`config.mk`:
```
export PLATFORM = sky130hd
export DESIGN_NAME = post_adder_preg_flat
export DESIGN_NICKNAME = d
export VERILOG_FILES = /design/src/rtl/post_adder_preg_if.sv /design/src/rtl/post_adder_preg.sv /design/src/flat_wrapper.sv
export SDC_FILE = /design/constraint.sdc
export NUM_CORES = 1
export LEC_CHECK = 0
export CORE_MARGIN = 8
export CORE_UTILIZATION = 51
export CTS_CLUSTER_DIAMETER = 80
export DETAILED_ROUTE_END_ITERATION = 8
export GPL_ROUTABILITY_DRIVEN = 0
export PLACE_DENSITY = 0.84
export SYNTH_ARGS = -nofsm -noshare
export SYNTH_HDL_FRONTEND = slang
export SYNTH_SLANG_ARGS = --single-unit
```
`constraint.sdc`:
```
create_clock -name CLK -period 5.2 [get_ports CLK]
set_input_delay 0.78 -clock CLK [delete_from_list [all_inputs] [get_ports CLK]]
set_output_delay 0.78 -clock CLK [all_outputs]
set_load 0.005 [all_outputs]
```
`src/rtl/post_adder_preg_if.sv`:
```
// Operand and result bundle of the DSP48A1-style post-adder/P-register stage.
// The master side drives operands and receives results; the slave side is the datapath.
interface post_adder_preg_if;
  localparam int unsigned PW = 48;
  localparam int unsigned MW = 36;
  localparam int unsigned OW = 8;

  logic [OW-1:0] OPMODE;
  logic          CARRYIN;
  logic [PW-1:0] Cmux;
  logic [MW-1:0] M;
  logic [PW-1:0] DAB;
  logic [PW-1:0] PCIN;
  logic [PW-1:0] P;
  logic [PW-1:0] PCOUT;
  logic          CARRYOUT;
  logic          CARRYOUTF;

  modport master (
    output OPMODE, CARRYIN, Cmux, M, DAB, PCIN,
    input  P, PCOUT, CARRYOUT, CARRYOUTF
  );

  modport slave (
    input  OPMODE, CARRYIN, Cmux, M, DAB, PCIN,
    output P, PCOUT, CARRYOUT, CARRYOUTF
  );
endinterface

```
`src/rtl/post_adder_preg.sv`:
```
// X/Z operand muxes, 48-bit post-adder/subtractor with carry-in, and the
// optional OPMODE, carry-in and P/carry-out registers of a DSP48A1 slice.
module post_adder_preg #(
  parameter int unsigned PREG       = 1,
  parameter int unsigned OPMODEREG  = 1,
  parameter int unsigned CARRYINREG = 1,
  parameter string       CARRYINSEL = "OPMODE5"
) (
  input logic CLK,
  input logic RSTP,
  input logic CEP,
  input logic CEOPMODE,
  input logic CECARRYIN,
  post_adder_preg_if.slave bus
);
  localparam int unsigned PW = 48;
  localparam int unsigned MW = 36;
  localparam int unsigned OW = 8;
  localparam int unsigned RW = PW + 1;
  localparam bit CIN_FROM_PORT = (CARRYINSEL == "CARRYIN");

  logic [OW-1:0] opmode_q, opmode_d;
  logic          cin_q, cin_d;
  logic [PW-1:0] p_q, p_d;
  logic          co_q, co_d;

  logic [OW-1:0] opm;
  logic          cin_sel;
  logic          cin;
  logic [PW-1:0] p_fb;
  logic [PW-1:0] x_op;
  logic [PW-1:0] z_op;
  logic [RW-1:0] r;

  // Effective control, operand selection and the 49-bit add/subtract.
  always_comb begin
    opm     = (OPMODEREG != 0) ? opmode_q : bus.OPMODE;
    cin_sel = CIN_FROM_PORT ? bus.CARRYIN : opm[5];
    cin     = (CARRYINREG != 0) ? cin_q : cin_sel;
    // Without a P register the feedback path reads 0 so no combinational loop forms.
    p_fb    = (PREG != 0) ? p_q : '0;

    x_op = '0;
    unique case (opm[1:0])
      2'd0: x_op = '0;
      2'd1: x_op = {{(PW-MW){1'b0}}, bus.M};
      2'd2: x_op = p_fb;
      2'd3: x_op = bus.DAB;
    endcase

    z_op = '0;
    unique case (opm[3:2])
      2'd0: z_op = '0;
      2'd1: z_op = bus.PCIN;
      2'd2: z_op = p_fb;
      2'd3: z_op = bus.Cmux;
    endcase

    if (opm[7]) r = {1'b0, z_op} - {1'b0, x_op} - RW'(cin);
    else        r = {1'b0, z_op} + {1'b0, x_op} + RW'(cin);
  end

  // Next-state for every register; reset has priority over the clock enables.
  always_comb begin
    opmode_d = opmode_q;
    cin_d    = cin_q;
    p_d      = p_q;
    co_d     = co_q;
    if (RSTP) begin
      opmode_d = '0;
      cin_d    = 1'b0;
      p_d      = '0;
      co_d     = 1'b0;
    end else begin
      if (CEOPMODE)  opmode_d = bus.OPMODE;
      if (CECARRYIN) cin_d    = cin_sel;
      if (CEP) begin
        p_d  = r[PW-1:0];
        co_d = r[PW];
      end
    end
  end

  always_ff @(posedge CLK) begin
    opmode_q <= opmode_d;
    cin_q    <= cin_d;
    p_q      <= p_d;
    co_q     <= co_d;
  end

  assign bus.P         = (PREG != 0) ? p_q  : r[PW-1:0];
  assign bus.CARRYOUT  = (PREG != 0) ? co_q : r[PW];
  assign bus.PCOUT     = bus.P;
  assign bus.CARRYOUTF = bus.CARRYOUT;
endmodule

```
`src/flat_wrapper.sv`:
```
// flat-port wrapper written by rule: the top's interface ports become plain ports
module post_adder_preg_flat 
#(
  parameter int unsigned PREG       = 1,
  parameter int unsigned OPMODEREG  = 1,
  parameter int unsigned CARRYINREG = 1,
  parameter string       CARRYINSEL = "       "
)
  (CLK, RSTP, CEP, CEOPMODE, CECARRYIN, bus_OPMODE, bus_CARRYIN, bus_Cmux, bus_M, bus_DAB, bus_PCIN, bus_P, bus_PCOUT, bus_CARRYOUT, bus_CARRYOUTF);
  post_adder_preg_if bus_i ();
  input logic CLK;
  input logic RSTP;
  input logic CEP;
  input logic CEOPMODE;
  input logic CECARRYIN;
  input wire logic [$bits(bus_i.OPMODE)-1:0] bus_OPMODE;
  input wire logic [$bits(bus_i.CARRYIN)-1:0] bus_CARRYIN;
  input wire logic [$bits(bus_i.Cmux)-1:0] bus_Cmux;
  input wire logic [$bits(bus_i.M)-1:0] bus_M;
  input wire logic [$bits(bus_i.DAB)-1:0] bus_DAB;
  input wire logic [$bits(bus_i.PCIN)-1:0] bus_PCIN;
  output wire logic [$bits(bus_i.P)-1:0] bus_P;
  output wire logic [$bits(bus_i.PCOUT)-1:0] bus_PCOUT;
  output wire logic [$bits(bus_i.CARRYOUT)-1:0] bus_CARRYOUT;
  output wire logic [$bits(bus_i.CARRYOUTF)-1:0] bus_CARRYOUTF;
  assign bus_i.OPMODE = bus_OPMODE;
  assign bus_i.CARRYIN = bus_CARRYIN;
  assign bus_i.Cmux = bus_Cmux;
  assign bus_i.M = bus_M;
  assign bus_i.DAB = bus_DAB;
  assign bus_i.PCIN = bus_PCIN;
  assign bus_P = bus_i.P;
  assign bus_PCOUT = bus_i.PCOUT;
  assign bus_CARRYOUT = bus_i.CARRYOUT;
  assign bus_CARRYOUTF = bus_i.CARRYOUTF;
  post_adder_preg #(.PREG(PREG), .OPMODEREG(OPMODEREG), .CARRYINREG(CARRYINREG), .CARRYINSEL(CARRYINSEL)) u_core (.CLK(CLK), .RSTP(RSTP), .CEP(CEP), .CEOPMODE(CEOPMODE), .CECARRYIN(CECARRYIN), .bus(bus_i));
endmodule
```
==> metrics.md, run 1 <==
| Metric | Value |
|---|---|
| Switching share of power | `a little over two fifths` |
| Avg Cell Area, Syn | `approximately 7.5 um^2` |
| Hold path depth | `2` |
| Final WL | `36.2 mm` |
| Final non-filler cell total | `1911` |
| GRT Util Overall | `26.3%` |
| Req. time, crit path | `5370 ps` |
| CP Capture Type | `flop` |
| CP delay by family, top | `compound AO/OA/AOI/OAI gates` |
| Die area | `26300 um^2` |
| Cell count after placement | `1903` |
| Worst Reg-to-Reg Cells | `14` |
| Slew Limit Headroom | `25.3%` |
| Final period demand of the worst path | `4660 ps` |
| Worst-path cell with the longest stage delay | `fa_1` |
| Ys flop type | `dfxtp_1` |
| Clk pwr share | `15.1%` |
| Diodes inserted | `0` |
| R2R Path End | `u_core.bus.P[36]` |
| Fmax | `215 MHz` |
| Total CTS buffers | `5` |
| Status | `completed` |
| Switching power | `0.00121 W` |
| CTS root buf | `clkbuf_16` |
| Asr flop ratio synth | `0%` |
| Drt initial violations | `between 1000 and 1500` |
| Port bufs | `around 290` |
| Max-Cap Viols | `0` |
| Routed wire per std cell | `between 15 and 20 um` |
| Post-detailed-route via-to-cell ratio | `between 6 and 7` |
| Arrival time worst endpoint | `4830 ps` |
| Seq cells post-synth | `56` |
| Synth Cell Area | `10900 um^2` |
| Post-CTS Hold Buffers | `0` |
| Antenna viol nets, final | `0` |
| Critical path cell sequence | `clkdlybuf4s50_1 -> mux2_2 -> a22oi_1 -> fa_1 -> inv_1 -> fa_1 -> o211ai_1 -> a21o_1 -> a31oi_1 -> o21a_1 -> a211o_1 -> a31oi_1 -> nor2b_1 -> mux2_1 -> a21oi_1 -> nor4_1` |
| FF-to-FF Start | `u_core.opm[3]` |
| Global-route wire length before repair | `58.0 mm` |
| Post-CTS Setup Inserts | `0` |
| Hold Path End | `u_core.opm[5]` |
| Syn nets | `between 1500 and 2000` |
| Maximum buffer depth of the clock tree | `2` |
| Gate Count Post-Synth | `around 1500` |
| Min-delay src | `u_core.opm[5]` |
| Post-synth EDFFs | `0` |
| Leakage | `5.78 nW` |
| Worst Clk Skew | `11.2 ps` |
| Fillers | `approximately 1800` |
| Comb pwr share | `66.0%` |
| Vias | `~12000` |
| Largest net degree at the start of global routing | `60` |
| Clk sink count | `56` |
| Final Slew Violations | `0` |
| Fin Setup TNS | `0 ps` |
| Most frequent cells in the layout | `clkdlybuf4s50_1 (286), ha_1 (139), nor2_1 (128)` |
| Clock slew at reported path FFs | `80 ps` |
| Die span in y | `about 160 um` |
| Tcrit/Tclk final | `between 80 and 90%` |
| Initial antenna violation count | `0` |
| CP Max Fanout | `3` |
| Maximum vdd ir drop | `between 0.15 and 0.2 mV` |
| Die extent in x | `162 um` |
| Sequential area share after synthesis | `10.3%` |
| First-pass DRT Iterations | `8` |
| Crit path largest cell delay | `approximately 480 ps` |
| Sequential power share | `between 10% and 20%` |
| Actual slew at the worst max-slew pin | `1120 ps` |
| Site Rows | `53` |
| Core footprint | `between 20000 and 25000 um^2` |
| Setup slack, reg-to-reg | `560 ps` |
| Fin. Hold Viols | `0` |
| Share of cells above drive strength 1 | `8.62%` |
| PostCTS Resize Cnt | `0` |
| Pwr/cell area | `201 nW/um^2` |
| Multi-input gate area | `8640 um^2` |
| Worst setup SP type | `input port` |
| Endpoints failing setup | `0` |
| Htree depth | `2` |
| Crit path kind | `input port to flop` |
| RSZ-0062 raised after global routing | `false` |
| Distinct cells, synth | `between 70 and 80` |
| Initial core utilization | `51.9%` |
| Vias in the first global route | `11500` |
| Congestion Overflow GR | `0` |
| Register Area | `1130 um^2` |
| Final Net Count | `between 1500 and 2000` |
| Dpl hpwl | `28.0 mm` |
| Critical path buffer and inverter count | `2` |
| Int Power | `0.00156 W` |
| Commonest non-fill, non-tap cell in the layout | `clkdlybuf4s50_1` |
| Drc violations | `0` |
| Clk_lat worst skew | `320 ps` |
| Hold Path Class | `flop to flop` |
| Yosys warning count | `0` |
| Ports | `292` |
| P&R area growth vs syn | `26.5%` |
| CTS tree | `yes` |
[power groups by stage]
stage / clock, W / combinational (W) / sequential, W
after CTS: 0.000423 / 0.00180 / 0.000521
after floorplan: 0 / 0.00125 / 0.000517
after detailed placement: 0 / 0.00178 / 0.000530
after global routing: 0.000440 / 0.00198 / 0.000528
after global placement: 0 / 0.00174 / 0.000528
final: 0.000419 / 0.00183 / 0.000521
[how the worst max path moves through the flow]
| stage | startpoint | to | slack (ps) | cells after the start |
|---|---|---|---|---|
| 2_1_floorplan | u_core.opm[3] | u_core.bus.CARRYOUT | 720 | 17 |
| 5_1_grt | bus_Cmux[0] | u_core.bus.P[36] | 370 | 16 |
| 3_5_place_dp | bus_Cmux[19] | u_core.bus.CARRYOUT | 290 | 15 |
| 4_1_cts | bus_DAB[19] | u_core.bus.CARRYOUT | 610 | 15 |
| 6_report | bus_Cmux[0] | u_core.bus.P[36] | 540 | 16 |
| 3_3_place_gp | bus_Cmux[0] | u_core.bus.P[36] | 350 | 16 |
[state kept, by name, indices dropped and copies added (netlist names)]
name / flops
u_core.bus.CARRYOUT: 1
u_core.opm: 6
u_core.cin: 1
u_core.bus.P: 48
[through the flow]
step,utilization [%],setup slack (ps),power [W],area [um^2],hold WS (ps)
6_report,65.7,540,0.00277,13800,514
3_5_place_dp,64.9,292,0.00231,13600,500
5_1_grt,65.7,373,0.00295,13800,564
4_1_cts,65.7,613,0.00274,13800,519
3_3_place_gp,64.9,349,0.00227,13600,481
2_1_floorplan,-,716,0.00177,10900,460
[tightest hold or removal path: cells and delay by family, from the launching register on]
kind             cells  cell delay, ps
DFF                  1             340
muxes                1              70
and+or+nand+nor      1              70
[Yosys cell counts, types with 8 or more instances]
master      n  area share, %
dfxtp_1    56             10
clkbuf_1   65            2.2
nand3_1    18           0.83
a211oi_1   28            1.9
xnor2_1    46            3.7
nand2_1    78            2.7
mux2_2     84            8.7
inv_1     113            3.9
o211ai_1    9           0.62
a21oi_1   112            5.2
ha_1      139             16
nor3_1     33            1.5
o21bai_1   13           0.90
a22o_1     82            6.6
xor2_1     32            2.6
o21a_1     11           0.76
nand4_1    24            1.4
buf_4      49            3.4
o21ai_1    22            1.0
nand2b_1   12           0.69
o21ai_0    33            1.5
buf_1      16           0.55
a21o_1     49            3.4
and2_1      8           0.46
a31oi_1    24            1.4
nor2_1    128            4.4
mux2i_1    27            2.5
nor2b_1    26            1.5
[per-layer routing]
metal	wire [um]	track usage (%)
met5	0	0
met4	848	7.45
met3	3190	4.81
met2	17100	44.9
met1	15100	33.1
[layout make-up]
type / instances / area share (%)
multi-input combinational: 1151 / 62.8
timing repair buffer: 307 / 22.2
sequential: 56 / 8.19
inverter: 114 / 3.11
tap: 275 / 2.50
clock buffer: 5 / 0.909
clock inverter: 3 / 0.309
[cells by family after synthesis]
| logic type | count (synthesis) | share of synthesized area, % |
|---|---|---|
| AO/OA/AOI/OAI | 457 | 29.4 |
| AND/OR/NAND/NOR | 360 | 15.5 |
| buffers and inverters | 248 | 10.4 |
| adder cells (fa/ha/maj) | 143 | 16.7 |
| multiplexers | 113 | 11.4 |
| XOR/XNOR | 78 | 6.28 |
| flip-flops | 56 | 10.3 |
No activity file was read; power rests on OpenSTA's default activity.
==> inputs of run 2 (changes only) <==
Settings changed: REMOVE_ABC_BUFFERS set to 1.
==> metrics.md, run 2 (synthesis gave the netlist of run 1 again) <==
| Metric | Value |
|---|---|
| Worst Setup EP | `u_core.bus.P[41]` |
| Most frequent cells in the layout | `clkdlybuf4s50_1 (286), ha_1 (139), nor2_1 (128)` |
| Hold WS | `524 ps (+10.1 ps)` |
| CP Max Fanout | `5 (+2)` |
| Crit path kind | `input port to flop` |
| RSZ-0062 raised after global routing | `false` |
| Final Slew Violations | `0 (unchanged)` |
| Largest net degree at the start of global routing | `77 (+28%)` |
| Commonest non-fill, non-tap cell in the layout | `clkdlybuf4s50_1` |
| Clk sink count | `56 (unchanged)` |
| Ports | `292 (unchanged)` |
| Clock slew at reported path FFs | `90 ps (about the same)` |
| First-pass DRT Iterations | `5 (-3)` |
| Cell Area, Placed | `13600 um^2 (unchanged)` |
| Antenna viol nets, final | `0 (unchanged)` |
| Vias | `11700 (+0.094%)` |
| Die area | `26300 um^2 (unchanged)` |
| Site Rows | `53 (unchanged)` |
| Final Net Count | `1973 (+0.051%)` |
| Maximum buffer depth of the clock tree | `2 (unchanged)` |
| P&R area growth vs syn | `26.3%` |
| Congestion Overflow GR | `0 (unchanged)` |
| Actual slew at the worst max-slew pin | `983 ps (-133 ps)` |
| CTS root buf | `clkbuf_16` |
| Req. time, crit path | `5390 ps (+20 ps)` |
| Final period demand of the worst path | `4790 ps (+134 ps)` |
| Hold Path Class | `flop to flop` |
| Core footprint | `21000 um^2 (unchanged)` |
| Global-route wire length before repair | `58.9 mm (+1.5%)` |
| Initial antenna violation count | `0 (unchanged)` |
| R2R Path End | `u_core.bus.P[41]` |
| Setup slack, reg-to-reg | `480 ps (-80 ps)` |
| Leakage | `5.77 nW (-0.16%)` |
| Share of cells above drive strength 1 | `8.61% (about the same)` |
| Routed wire per std cell | `19.2 um (+1.5%)` |
| Setup crit start | `bus_DAB[0]` |
| GRT Util Overall | `26.9% (+0.57 points)` |
| Dpl hpwl | `28.8 mm (+2.8%)` |
| Drt initial violations | `1045 (+0.58%)` |
| Die extent in x | `162 um (unchanged)` |
| Worst setup SP type | `input port` |
| Critical path cell sequence | `clkdlybuf4s50_1 -> mux2_2 -> a22oi_1 -> inv_1 -> fa_1 -> inv_1 -> ha_1 -> a311oi_1 -> a21o_1 -> o21ai_2 -> o21ai_1 -> o21ai_2 -> a21oi_2 -> o21ai_1 -> xnor2_1 -> a2111oi_0` |
| CTS tree | `yes` |
| Final Power | `0.00274 W (-0.99%)` |
| Status | `completed` |
| Worst Slack Setup Final | `406 ps (-134 ps)` |
| Port bufs | `288 (unchanged)` |
| Max reg flops | `48 (unchanged)` |
| Slew Limit Headroom | `34.2% (+8.9 points)` |
| Max-Cap Viols | `0 (unchanged)` |
| Crit path largest cell delay | `440 ps (-40 ps)` |
| Drc violations | `0 (unchanged)` |
| Clk_lat worst skew | `320 ps (about the same)` |
| Pwr/cell area | `200 nW/um^2 (-0.82%)` |
| PostCTS Resize Cnt | `0 (unchanged)` |
| Endpoints failing setup | `0 (unchanged)` |
| Pre-CTS WS | `182 ps (-110 ps)` |
| Maximum vdd ir drop | `0.168 mV (+9.7%)` |
| Fmax | `209 MHz (-2.8%)` |
| Post-CTS Hold Buffers | `0 (unchanged)` |
| Diodes inserted | `0 (unchanged)` |
| CP Capture Type | `flop` |
| Final Instance Area | `13700 um^2 (-0.16%)` |
| Initial core utilization | `51.9% (unchanged)` |
| Tcrit/Tclk final | `92.2% (+2.6 points)` |
| Worst Reg-to-Reg Cells | `16 (+2)` |
| Final WL | `36.8 mm (+1.5%)` |
| FF-to-FF Start | `u_core.opm[1]` |
| Post-detailed-route via-to-cell ratio | `6.12 (about the same)` |
| Vias in the first global route | `11800 (+2.3%)` |
| Htree depth | `2 (unchanged)` |
| Worst-path cell with the longest stage delay | `a2111oi_0` |
| Total CTS buffers | `5 (unchanged)` |
| Die span in y | `162 um (unchanged)` |
| Arrival time worst endpoint | `4990 ps (+160 ps)` |
| Post-CTS Setup Inserts | `0 (unchanged)` |
| Cell count after placement | `1904 (+0.053%)` |
| Final non-filler cell total | `1912 (+0.052%)` |
| Fin. Hold Viols | `0 (unchanged)` |
| Worst Clk Skew | `7.88 ps (-3.36 ps)` |
run 2: cell count changes in the layout (fill, tap and decap cells not counted):
cell / delta
nor2b_2: -1
clkbuf_1: +1
clkinv_2: -1
buf_12: -1
nor2b_4: +1
bufinv_16: -1
buf_4: +2
clkinv_4: +1
run 2: how the worst min path moves through the flow:
| stage | startpoint | end | cells after the start |
|---|---|---|---|
| 6_report | u_core.bus.P[22] | u_core.bus.P[22] | 2 |
| 5_1_grt | u_core.bus.P[14] | u_core.bus.P[14] | 2 |
| 4_1_cts | u_core.opm[5] | u_core.cin | 2 |
| 3_5_place_dp | u_core.opm[5] | u_core.cin | 2 |
| 3_3_place_gp | u_core.opm[5] | u_core.opm[5] | 2 |
| 2_1_floorplan | u_core.opm[5] | u_core.opm[5] | 2 |
run 2: worst max-delay path, delay by kind of cell:
family                   cells  cell delay (ps)
AO/OA/AOI/OAI                9             2500
adder cells (fa/ha/maj)      2              660
XOR/XNOR                     1              160
multiplexers                 1              270
buffers and inverters        3              610
run 2: metal layers:
layer | track usage (%) | vias to the layer above | routed length [um]
li1 | - | 5579 | -
met1 | 33.8 | 5453 | 15500
met2 | 45.7 | 602 | 17100
met3 | 4.53 | 73 | 3200
met4 | 8.59 | 0 | 924
met5 | 0 | - | 0
run 2: metrics by stage:
stage	setup TNS (ps)	utilization (%)
after floorplan	-32210	-
after global placement	0	64.9
after detailed placement	0	64.9
after CTS	0	65.5
after global routing	0	65.5
final	0	65.5
run 2: power by group:
part	internal (W)	leakage [nW]	switching [W]
combinational	0.000864	5.24	0.000974
sequential	0.000467	0.465	0.0000571
clock	0.000181	0.0671	0.000197
total	0.00151	5.77	0.00123
run 2: cell type report:
class,instances,area (um^2)
clock buffer,6,129
clock inverter,2,16.3
fill,1793,7220
inverter,114,428
multi-input combinational,1151,8640
sequential,56,1130
tap,275,344
timing repair buffer,308,3050
